[config.mk]
export PLATFORM = sky130hd
export DESIGN_NAME = mem_port_arbiter
export DESIGN_NICKNAME = d
export VERILOG_FILES = /design/src/rtl/mem_port_arbiter_pkg.sv /design/src/rtl/mem_port_arbiter_pick.sv /design/src/rtl/mem_port_arbiter.sv
export SDC_FILE = /design/constraint.sdc
export NUM_CORES = 1
export LEC_CHECK = 0
export ABC_AREA = 1
export CORE_MARGIN = 10
export CORE_UTILIZATION = 33
export CTS_BUF_LIST = sky130_fd_sc_hd__clkbuf_2
export CTS_CLUSTER_DIAMETER = 120
export CTS_CLUSTER_SIZE = 25
export DETAILED_ROUTE_END_ITERATION = 16
export GPL_TIMING_DRIVEN = 0
export PLACE_DENSITY = 0.8
export SETUP_SLACK_MARGIN = 0.4
export SYNTH_ARGS = -nofsm -noshare
export SYNTH_HDL_FRONTEND = slang
export SYNTH_HIERARCHICAL = 1
export SYNTH_SLANG_ARGS = --single-unit
[constraint.sdc]
create_clock -name clk -period 1.39 [get_ports clk]
set_input_delay 0.278 -clock clk [delete_from_list [all_inputs] [get_ports clk]]
set_output_delay 0.278 -clock clk [all_outputs]
set_load 0.01 [all_outputs]
[src/rtl/mem_port_arbiter_pkg.sv]
// mem_port_arbiter_pkg
//   Shared types for the fetch/data memory port arbiter.
//   FSM state encoding, transaction owner encoding, funct3 size codes,
//   and the alignment check used to reject data accesses before they
//   reach the memory.
package mem_port_arbiter_pkg;

   typedef enum logic [1:0] {S_IDLE, S_ISSUE, S_RESP, S_ERR} state_t;
   typedef enum logic [1:0] {OWN_NONE, OWN_IF, OWN_D} owner_t;

   localparam logic [2:0] SZ_B  = 3'b000;
   localparam logic [2:0] SZ_H  = 3'b001;
   localparam logic [2:0] SZ_W  = 3'b010;
   localparam logic [2:0] SZ_BU = 3'b100;
   localparam logic [2:0] SZ_HU = 3'b101;

   // Halfwords need addr[0]==0, words need addr[1:0]==0; bytes never fault.
   function automatic logic misaligned(input logic [2:0] size, input logic [1:0] a);
      case (size)
         SZ_H, SZ_HU: return a[0];
         SZ_W:        return a != 2'b00;
         default:     return 1'b0;
      endcase
   endfunction

endpackage

[src/rtl/mem_port_arbiter_pick.sv]
// arb_pick
//   Combinational requester selection. Data wins ties unless fetch has
//   already waited through MAX_DSTREAK consecutive data grants.
//   Ports:
//     if_req, d_req   pending requests
//     dstreak         consecutive data grants taken while fetch waited
//     pick_if, pick_d one-hot (or both 0) selection
module arb_pick #(
   parameter int MAX_DSTREAK = 4,
   parameter int SW          = 3
) (
   input  logic          if_req,
   input  logic          d_req,
   input  logic [SW-1:0] dstreak,
   output logic          pick_if,
   output logic          pick_d
);

   logic fetch_turn;

   assign fetch_turn = (dstreak == SW'(MAX_DSTREAK));
   assign pick_d     = d_req & ~(if_req & fetch_turn);
   assign pick_if    = if_req & ~pick_d;

endmodule

[src/rtl/mem_port_arbiter.sv]
// mem_port_arbiter
//   Shares one single-port memory between the cpu fetch and data ports.
//   One transaction outstanding at a time: IDLE -> ISSUE -> RESP -> IDLE,
//   or IDLE -> ERR -> IDLE for a misaligned data access (memory untouched).
//   Ports:
//     clk, reset                 clock, async active-low reset
//     if_req/if_addr             fetch request (word access)
//     if_rvalid/if_rdata         fetch completion pulse + instruction
//     d_req/d_we/d_size/d_addr/d_wdata   data request
//     d_rvalid/d_rdata/d_err     data completion pulse, load data, misalign flag
//     cpu_stall                  some cpu access is still in flight
//     mem_req/we/size/addr/wdata memory request, held until mem_gnt
//     mem_gnt/mem_rvalid/mem_rdata   memory handshake and response
module mem_port_arbiter
   import mem_port_arbiter_pkg::*;
#(
   parameter int XLEN        = 32,
   parameter int MAX_DSTREAK = 4
) (
   input  logic            clk,
   input  logic            reset,
   input  logic            if_req,
   input  logic [XLEN-1:0] if_addr,
   output logic            if_rvalid,
   output logic [XLEN-1:0] if_rdata,
   input  logic            d_req,
   input  logic            d_we,
   input  logic [2:0]      d_size,
   input  logic [XLEN-1:0] d_addr,
   input  logic [XLEN-1:0] d_wdata,
   output logic            d_rvalid,
   output logic [XLEN-1:0] d_rdata,
   output logic            d_err,
   output logic            cpu_stall,
   output logic            mem_req,
   output logic            mem_we,
   output logic [2:0]      mem_size,
   output logic [XLEN-1:0] mem_addr,
   output logic [XLEN-1:0] mem_wdata,
   input  logic            mem_gnt,
   input  logic            mem_rvalid,
   input  logic [XLEN-1:0] mem_rdata
);

   localparam int SW = (MAX_DSTREAK < 1) ? 1 : $clog2(MAX_DSTREAK + 1);

   state_t        state, state_nx;
   owner_t        owner;
   logic [SW-1:0] dstreak;
   logic          pick_if, pick_d, d_mis;

   arb_pick #(.MAX_DSTREAK(MAX_DSTREAK), .SW(SW)) u_pick (
      .if_req  (if_req),
      .d_req   (d_req),
      .dstreak (dstreak),
      .pick_if (pick_if),
      .pick_d  (pick_d)
   );

   assign d_mis     = misaligned(d_size, d_addr[1:0]);
   assign cpu_stall = (if_req & ~if_rvalid) | (d_req & ~d_rvalid);

   always_ff @(posedge clk or negedge reset) begin
      if (!reset) state <= S_IDLE;
      else        state <= state_nx;
   end

   // Responses are steered combinationally so rvalid lands in the same
   // cycle as mem_rvalid; everything is gated by state, so a reset or a
   // stray response outside RESP produces all-zero outputs.
   always_comb begin
      state_nx  = state;
      mem_req   = 1'b0;
      if_rvalid = 1'b0;
      if_rdata  = '0;
      d_rvalid  = 1'b0;
      d_rdata   = '0;
      d_err     = 1'b0;
      case (state)
         S_IDLE: begin
            if (pick_if)     state_nx = S_ISSUE;
            else if (pick_d) state_nx = d_mis ? S_ERR : S_ISSUE;
         end
         S_ISSUE: begin
            mem_req = 1'b1;
            if (mem_gnt) state_nx = S_RESP;
         end
         S_RESP: begin
            if (mem_rvalid) begin
               state_nx = S_IDLE;
               if (owner == OWN_IF) begin
                  if_rvalid = 1'b1;
                  if_rdata  = mem_rdata;
               end else if (owner == OWN_D) begin
                  d_rvalid = 1'b1;
                  d_rdata  = mem_rdata;
               end
            end
         end
         S_ERR: begin
            d_rvalid = 1'b1;
            d_err    = 1'b1;
            state_nx = S_IDLE;
         end
         default: state_nx = S_IDLE;
      endcase
   end

   // Request fields are captured on the way out of IDLE so the memory sees
   // stable values for however long it withholds mem_gnt.
   always_ff @(posedge clk or negedge reset) begin
      if (!reset) begin
         owner     <= OWN_NONE;
         dstreak   <= '0;
         mem_we    <= 1'b0;
         mem_size  <= '0;
         mem_addr  <= '0;
         mem_wdata <= '0;
      end else if (state == S_IDLE) begin
         if (pick_if) begin
            owner     <= OWN_IF;
            mem_we    <= 1'b0;
            mem_size  <= SZ_W;
            mem_addr  <= if_addr;
            mem_wdata <= '0;
            dstreak   <= '0;
         end else if (pick_d && !d_mis) begin
            owner     <= OWN_D;
            mem_we    <= d_we;
            mem_size  <= d_size;
            mem_addr  <= d_addr;
            mem_wdata <= d_wdata;
            // Only count grants that actually made fetch wait.
            if (!if_req)                          dstreak <= '0;
            else if (dstreak != SW'(MAX_DSTREAK)) dstreak <= dstreak + SW'(1);
         end
      end else if (state == S_RESP && mem_rvalid) begin
         owner <= OWN_NONE;
      end
   end

endmodule

Word-level counts from Yosys, hierarchy flattened --
Cells that the tools add are included.
Storage, ports and cells: register bits after elaboration 75, bits in writable memories 0, ROM bits 0, memories kept 0, bits in latches 0, bits of input ports 138, output and inout port bits 137
Operators by class: magnitude comparators 0, bitwise logic cells 10, add/sub/neg operators 1, multiplexer cells 39, equal/unequal tests 15, multiply operators 0, div/mod/pow operators 0, shift-type cells 0, reductions and logical operators 12
Operator list (number):
- 32-bit two-way mux | 11
- 2-bit two-way mux | 9
- 3-bit two-way mux | 6
- 1-bit two-way mux | 10
- 2-bit case mux with 4 select lines | 1
- 2-bit == test (second input constant) | 3
- 3-bit == test (second input constant) | 2
- 3-bit != test (second input constant) | 2
- 3-bit AND reduction | 2
- 2-bit nonzero test | 3
- 1-bit AND | 5
- 2-bit by 1-bit == test with 1-bit output (second input constant) | 2
- 2-bit != test (second input constant) | 2
- 1-bit NOT | 4
- 1-bit case mux with 2 select lines | 2
- 2-bit AND reduction | 2
- 3-bit by 1-bit adder with 3-bit output (second input constant) | 1
- 3-bit by 1-bit == test with 1-bit output (second input constant) | 1
- 3-bit by 2-bit == test with 1-bit output (second input constant) | 1
- 3-bit by 1-bit != test with 1-bit output (second input constant) | 1
- 3-bit by 2-bit != test with 1-bit output (second input constant) | 1
- 1-bit logical AND | 2
- 2-bit zero test | 1
- 2-bit OR reduction | 1
- 2 further kinds | 2

Depth between registers and ports, before layout --
Gate-level depths: netlist of run 1.
depth in word-level cells 8, mapped depth 12, depth with buffers taken out 10

Hierarchy --
The synthesis of run 1 kept the hierarchy.
Modules (own cells, without submodules):
- mem_port_arbiter | cells an instance 567, area each 3870.0 µm², times used 1, sequential area each 1876.8 µm²
- arb_pick | cells an instance 7, area each 37.5 µm², times used 1, sequential area each 0.0 µm²

Worst setup path before layout of run 1 --
Ideal clock, no wire load.
path kind register -> output, from reg state[0], to out if_rdata[10], cell stages (with the launch flop) 7, buffers on the path 1, slack -0.181 ns, arrival 1.293 ns, required time 1.112 ns, path through dfrtp_1 > inv_2 > nand3_1 > nor2_1 > inv_1 > buf_2 > nor2_1
Between the ends: word-level cells in the longest chain between the ends 2
Ends and longest elaborated chain:
- from (decl) | RTL line mem_port_arbiter.sv:47 | state_t state, state_nx;
- from (signal assigned) | RTL line mem_port_arbiter.sv:65 | else state <= state_nx;
- 2-bit == test | RTL line mem_port_arbiter.sv:79 | case (state)
- 32-bit two-way mux | RTL line mem_port_arbiter.sv:79
- to (decl) | RTL line mem_port_arbiter.sv:25 | output logic [XLEN-1:0] if_rdata,
Every way passes these cells.

Worst setup path in the final report of run 1 --
from reg state[0], to out cpu_stall
Between the ends: word-level cells in the longest chain between the ends 5, elaborated cells between the ends (all ways) 9
Ends and longest elaborated chain:
- 2-bit == test | RTL line mem_port_arbiter.sv:79
- 1-bit case mux with 2 select lines / 1-bit two-way mux (equally long branches) | RTL line mem_port_arbiter.sv:79
- 1-bit NOT | RTL line mem_port_arbiter.sv:61 | assign cpu_stall = (if_req & ~if_rvalid) | (d_req & ~d_rvalid);
- 1-bit AND | RTL line mem_port_arbiter.sv:61
- 1-bit OR (*) | RTL line mem_port_arbiter.sv:61
- to (decl) | RTL line mem_port_arbiter.sv:34 | output logic cpu_stall,
Every way passes the cells marked *; elsewhere a longest branch is shown, timed or not.

==> results of run 1 <==
-- state kept, by name, indices dropped and copies added, names as in the netlist --
register	flops
mem_size	3
state	2
mem_addr	32
mem_wdata	32
mem_we	1
owner	2
dstreak	3
-- final cells by class --
| class | instances | area [um^2] | area share, % |
|---|---|---|---|
| clock inverters | 4 | 42.54 | 0.4996 |
| clock buffers | 11 | 55.05 | 0.6466 |
| well taps | 143 | 178.9 | 2.101 |
| plain buffers | 27 | 369.1 | 4.335 |
| flip-flops and latches | 75 | 1878 | 22.06 |
| repair buffers | 353 | 3492 | 41.01 |
| repair inverters | 1 | 7.507 | 0.08817 |
| multi-input cells | 419 | 2265 | 26.60 |
| inverters | 53 | 226.5 | 2.660 |
-- synthesized netlist by cell type, drive strengths merged --
cell type	count
a21boi	1
o21bai	1
or2	1
nor3	4
nand2	313
nand4	4
buf	21
nand3	10
dfrtp	75
inv	53
ha	2
a21oi	3
clkbuf	6
o21ai	4
nor2	76
-- power by group through the flow --
stage / combinational, mW / clock (mW) / sequential [mW]
4_1_cts: 6.02 / 1.19 / 3.62
2_1_floorplan: 2.09 / 0 / 3.93
3_3_place_gp: 5.40 / 0 / 3.55
6_report: 7.84 / 1.17 / 3.73
5_1_grt: 8.46 / 1.28 / 3.81
3_5_place_dp: 5.46 / 0 / 3.59
-- worst max path at each step --
stage | from | endpoint
after floorplan | dstreak[2]$_DFFE_PN0P_ | mem_addr[10]$_DFFE_PN0P_
after global placement | reset | mem_wdata[13]$_DFFE_PN0P_
after detailed placement | mem_rvalid | d_rdata[28]
after CTS | owner[1]$_DFFE_PN0P_ | d_rdata[14]
after global routing | state[0]$_DFFE_PN0P_ | cpu_stall
final | state[0]$_DFFE_PN0P_ | cpu_stall
-- routing by layer --
layer	part of all wire [%]	GRT usage, %	wire [um]
met1	36	20.61	6648
met2	53	36.47	9873
met3	9.3	7.885	1718
met4	1.3	4.749	231
met5	0	0	0
-- cell families (layout without fill, tap and decap cells) --
logic type	count (synthesis)	in the layout
compound gates	9	9
buf+inv	80	449
fa+ha+maj	2	2
flops	75	75
simple gates	408	408
-- stage by stage --
step	area, um^2	std cells
global placement	7162	991
detailed placement	7187	992
CTS	7626	1041
global route	8514	1086
floorplan	4240	574
finish	8514	1086
-- timing repair --
item	4_1_cts	5_1_grt
setup buffers	25	39
hold endpoints to repair	68	0
cloned	8	6
hold buffers	1	0
resized for setup	668	167
endpoints found under the setup margin	212	212
pin swaps	7	29
==> results.md, run 1 <==
- CTS Sinks: 75
- Yosys warning total: 6
- Sequential share of the synthesized area: between 40% and 50%
- Netlist cell types: 25
- Seq pwr share: between 20% and 30%
- Core area: roughly 0.012 mm^2
- Crit-path max cell delay: approximately 0.43 ns
- Post-DP HPWL: roughly 13 mm
- Die area: ~0.017 mm^2
- Worst r2r src: state[1]$_DFFE_PN0P_
- Final slew viol count: 0
- Failing checks: setup timing
- Layout cells sized above 1: around two fifths
- Mapped Nets: 714
- Most frequent cell on the critical path: buf_6
- Avg WL per Cell: 17.01 um
- Max-cap viol count: 0
- Status: finished with violations
- Max H-tree Level: 3
- Tmin final: around 2.1 ns
- Min Hold Slack: 0.2004 ns
- Peak supply drop: roughly 0.95 mV
- Period utilisation layout: 151.4%
- Post-Synth Simple-Gate Area: between 40% and 50%
- Bufs and invs on worst path: 4
- Mux cell area share after synthesis: 0%
- Initial core utilization: between 30% and 40%
- P_leak: 4.521 nW
- Clock power share: under 10%
- Total Wirelength: 18.47 mm
- Register-to-register setup slack: -0.56 ns
- XOR/XNOR share of the synthesized area: 0%
- Clock Tree Root: clkbuf_2
- Most common cell after layout, fill and taps aside: nand2_1
- GR Overflow Total: 0
- Setup repair after global routing missed its margin: yes
- Hold Crit Class: in -> async
- Startpoint type of the worst setup path: flip-flop
- Clk_lat worst skew: 0.53 ns
- Reg2Reg Capture Point: mem_we$_DFFE_PN0P_
- Top delay family on crit path: buffers and inverters
- Max clock buf depth: 2
- First-pass GRT wire length: approximately 26 mm
- Design Power: ~13 mW
- Sw Pwr: just under 5 mW
- Largest area contributor in the synthesized netlist: dfrtp_1
- Gate power share: between 60 and 70%
- Nets@finish: about 1100
- Final setup margin: -0.7146 ns
- CP Data Arrival Time: between 1.5 and 2 ns
- Power Internal: 7.777 mW
- Pre-CTS setup slack: -1.162 ns
- Crit path kind: reg -> out
- Via count: a little under 5000
- Final Skew: approximately 0.022 ns
- Largest family of logic cells by synthesized area: simple AND/OR/NAND/NOR gates
- Final hold vios: 0
- Largest net degree at the start of global routing: 50
- Synthesized area: about 0.0039 mm^2
- Vias in the first global route: approximately 4800
- Sw Share: 38.94%
- TritonCTS Buffers: 9
- Avg Inst Size Synth: slightly below 7 um^2
- Final GP Congestion: between 0.7 and 0.8
- # fillers: slightly above 800
- GRT Total Usage: roughly a fifth
- CTS tree: done
- Setup TNS Final: -81.75 ns
- PortBufs: approximately 270
- Worst Reg-to-Reg Cells: 14
- Synth Area in Adders: 0.6404%
- DRT iter0 DRCs: between 100 and 150
- Max Freq: 475.1 MHz
- Share of the synthesized area in the top cell type: around half
- Width of the die: 128.8 um
- Largest fanout on the critical path: 5
- Commonest non-fill, non-tap cells in the layout: 249 x nand2_1, 136 x clkdlybuf4s50_1, 117 x buf_6, 74 x dfrtp_1, 50 x nand2_2
- Height of the die: 128.8 um
- Worst path cell trace: inv_2 -> nand4_1 -> buf_6 -> buf_6 -> nand3_2 -> o21ai_1 -> buf_2
- Number of synthesized register bits: 75
- Worst-Margin Slew: ~0.46 ns
- Slew HR: roughly 70%
- Ant. Diodes: 0
- Boundary Pins: about 280
- Dominant cells by area after synthesis: dfrtp_1 48%, nand2_1 30%, nor2_1 7.1%, inv_1 4.6%, buf_4 1.3%
- P per Cell Area: around 1500 mW/mm^2
- Fin util: between 70% and 80%
- Vias per std cell: around 4.6
- Final setup fails: ~150
- Highest-delay cell along the critical path: dfrtp_1
- DRC Markers: 0
- DRT Pass-1 Iters: 4
- Critical path depth: 7
- CP endpoint kind: output port
- Compound-Gate Fraction of Synth Area: under 10%
- Worst-path clk slew: 0.19 ns
- Num rows: 39
- Syn-to-layout area delta: 117.9%
- Final ANT Viol Nets: 0
- Initial antenna violation count: 0
- Synth Instances: between 500 and 600
- Crit path required time: 1.11 ns
Power figures use the tool's default switching activity.
==> run 2: changes to the inputs <==
Settings changed: CORE_UTILIZATION 33 to 50, DONT_BUFFER_PORTS set to 1, PLACE_DENSITY 0.8 to 0.68.
Clock period 1.39 ns to 1.8 ns, I/O delays scaled along.
==> run 2 against run 1 <==
The run ends with hold timing, setup timing left. Non-clock buffer count decreased by 239. Total power fell by 29%. Sequential power decreased by 6.4%. Sequential share of layout area up 6.0 points. Combinational power decreased by 44%. First-iteration DRC count up 19%. Clock skew up 0.00071 ns. Critical path depth is 2 lower. Global-route usage rose by 7.0 points. Largest power group unchanged. Highest routed layer unchanged. Critical path type unchanged.
==> results.md, run 2 (synthesis gave the netlist of run 1 again) <==
- Commonest non-fill, non-tap cells in the layout: 185 x nand2_1, 99 x nand2_2, 68 x nor2_4, 55 x dlygate4sd3_1, 44 x inv_1
- Clock Tree Root: clkbuf_2
- P per Cell Area: 1318 mW/mm^2 (-12%)
- Via count: 4416 (-11%)
- # fillers: 348 (-58%)
- Crit path kind: reg -> out
- CTS Sinks: 75 (unchanged)
- Status: finished with violations
- Min Hold Slack: -0.5404 ns (-0.7409 ns)
- DRC Markers: 0 (unchanged)
- Clk_lat worst skew: 0.54 ns (about the same)
- Post-place instance area: 0.004364 mm^2 (-39%)
- Slew HR: 78.02% (+8.5 points)
- Final setup margin: -0.3860 ns (+0.3286 ns)
- Core area: 0.007647 mm^2 (-34%)
- Max-cap viol count: 0 (unchanged)
- CTS tree: done
- Largest fanout on the critical path: 6 (+1)
- Worst-path clk slew: 0.24 ns (+0.05 ns)
- Boundary Pins: 275 (unchanged)
- Peak supply drop: 0.8547 mV (-9.7%)
- Num rows: 32 (-18%)
- First-pass GRT wire length: 24.45 mm (-5.3%)
- Height of the die: 108.4 um (-16%)
- Tmin final: 2.186 ns
- Failing checks: hold timing, setup timing
- Total Wirelength: 18.12 mm (-1.9%)
- Reg area: 0.001919 mm^2 (+2.2%)
- GR Overflow Total: 0 (unchanged)
- Pre-CTS setup slack: 0.04506 ns (+1.207 ns)
- Final ANT Viol Nets: 0 (unchanged)
- Crit path required time: 1.44 ns (+0.33 ns)
- CTS Hold Bufs: 55 (+54)
- GRT Total Usage: 26.76% (+7.0 points)
- Worst Reg-to-Reg Cells: 12 (-2)
- Ant. Diodes: 0 (unchanged)
- Syn-to-layout area delta: 74.86%
- Vias per std cell: 5.472 (+20%)
- Setup repair after global routing missed its margin: yes
- Post-DP HPWL: 10.83 mm (-18%)
- Final Skew: 0.02235 ns (+0.0007113 ns)
- Period utilisation layout: 121.4%
- Post-layout instance area: 0.006833 mm^2 (-20%)
- DRT Pass-1 Iters: 5 (+1)
- Die area: 0.01175 mm^2 (-29%)
- Startpoint type of the worst setup path: flip-flop
- Hold Crit Class: in -> async
- Final GP Congestion: 0.9805 (+26%)
- CP Data Arrival Time: 1.83 ns (about the same)
- PortBufs: 0 (-100%)
- CP endpoint kind: output port
- Met1 Wirelength: 5.709 mm (-14%)
- Worst-Margin Slew: 0.3274 ns (-0.1303 ns)
- Dpl cells: 676 (-32%)
- Setup TNS Final: -22.80 ns (+58.95 ns)
- Layout cells sized above 1: 50.35% (+8.6 points)
- Max clock buf depth: 2 (unchanged)
- Multi-input logic area: 0.002715 mm^2 (+20%)
- Initial antenna violation count: 0 (unchanged)
- Width of the die: 108.4 um (-16%)
- Max layer used: met4
- TritonCTS Buffers: 9 (unchanged)
- Design Power: 9.006 mW (-29%)
- Most common cell after layout, fill and taps aside: nand2_1
- Final hold vios: 75 (+75)
- Fin util: 89.35% (+15 points)
- Metal3 WL: 1.886 mm (+9.8%)
- Nets@finish: 840 (-22%)
- Max H-tree Level: 3 (unchanged)
- Final setup fails: 130 (-14%)
- P_leak: 3.389 nW (-25%)
- DRT iter0 DRCs: 166 (+19%)
- Largest net degree at the start of global routing: 76 (+52%)
- Vias in the first global route: 4549 (-4.4%)
- WL met2: 9.593 mm (-2.8%)
- Biggest regs: mem_addr x32, mem_wdata x32
- Avg WL per Cell: 22.46 um (+32%)
- Post-Layout Cell Count: 807 (-26%)
- Max Freq: 457.5 MHz
- Initial core utilization: 51.10% (+17 points)
- Final slew viol count: 0 (unchanged)
## run 2: changes by cell type in the layout (fill, tap and decap cells not counted), moves of 13 or more
| cell | delta |
|---|---|
| nor2_4 | +30 |
| buf_6 | -96 |
| buf_4 | -24 |
| dfrtp_2 | +33 |
| nor2_1 | -15 |
| dfrtp_1 | -33 |
| nand2_4 | +13 |
| nand2_2 | +49 |
| clkdlybuf4s50_1 | -136 |
| nand2_1 | -64 |
| nor2_2 | -15 |
| buf_2 | -44 |
| dlygate4sd3_1 | +54 |
## run 2: timing repair
item / in CTS / in global routing
gates resized for setup: 233 / 135
pin swaps: 58 / 66
cloned: 17 / 3
buffers inserted: 31 / 9
endpoints found under the hold margin: 122 / 75
setup endpoints to repair: 162 / 196
## run 2: worst max-delay path, stage by stage, from the launching register on
cell	delay, ns
dfrtp_2	0.53
nand3_4	0.12
nor2_4	0.20
inv_4	0.11
buf_12	0.16
nor2_4	0.17
## run 2: layer usage
| metal | vias up | GRT usage [%] |
|---|---|---|
| li1 | 1953 | - |
| met1 | 2087 | 26.40 |
| met2 | 296 | 47.89 |
| met3 | 80 | 10.05 |
| met4 | 0 | 13.94 |
| met5 | - | 0 |
## run 2: where the power goes
part,internal [mW],switching (mW)
clock,0.471,0.673
sequential,2.41,1.08
combinational,2.15,2.21
## run 2: worst paths after layout
kind | startpoint | endpoint | slack (ns)
max | state[1]$_DFFE_PN0P_ | if_rdata[3] | -0.39
min | reset | mem_addr[6]$_DFFE_PN0P_ | -0.54
max reg2reg | dstreak[1]$_DFFE_PN0P_ | mem_size[0]$_DFFE_PN0P_ | -0.08
min reg2reg | mem_wdata[31]$_DFFE_PN0P_ | mem_wdata[31]$_DFFE_PN0P_ | 0.57
max in group asynchronous | reset | mem_wdata[2]$_DFFE_PN0P_ | 2.17
min in group clk | d_addr[18] | mem_addr[18]$_DFFE_PN0P_ | 0.01
## run 2: area by class of cell
cell class / instances / area share, %
Buffer: 27 / 6.006
Sequential cell: 75 / 28.09
Clock inverter: 7 / 1.447
Timing Repair Buffer: 114 / 18.84
Multi-Input combinational cell: 419 / 39.74
Tap cell: 102 / 1.868
Timing Repair inverter: 1 / 0.1099
Inverter: 53 / 3.241
Clock buffer: 9 / 0.6592
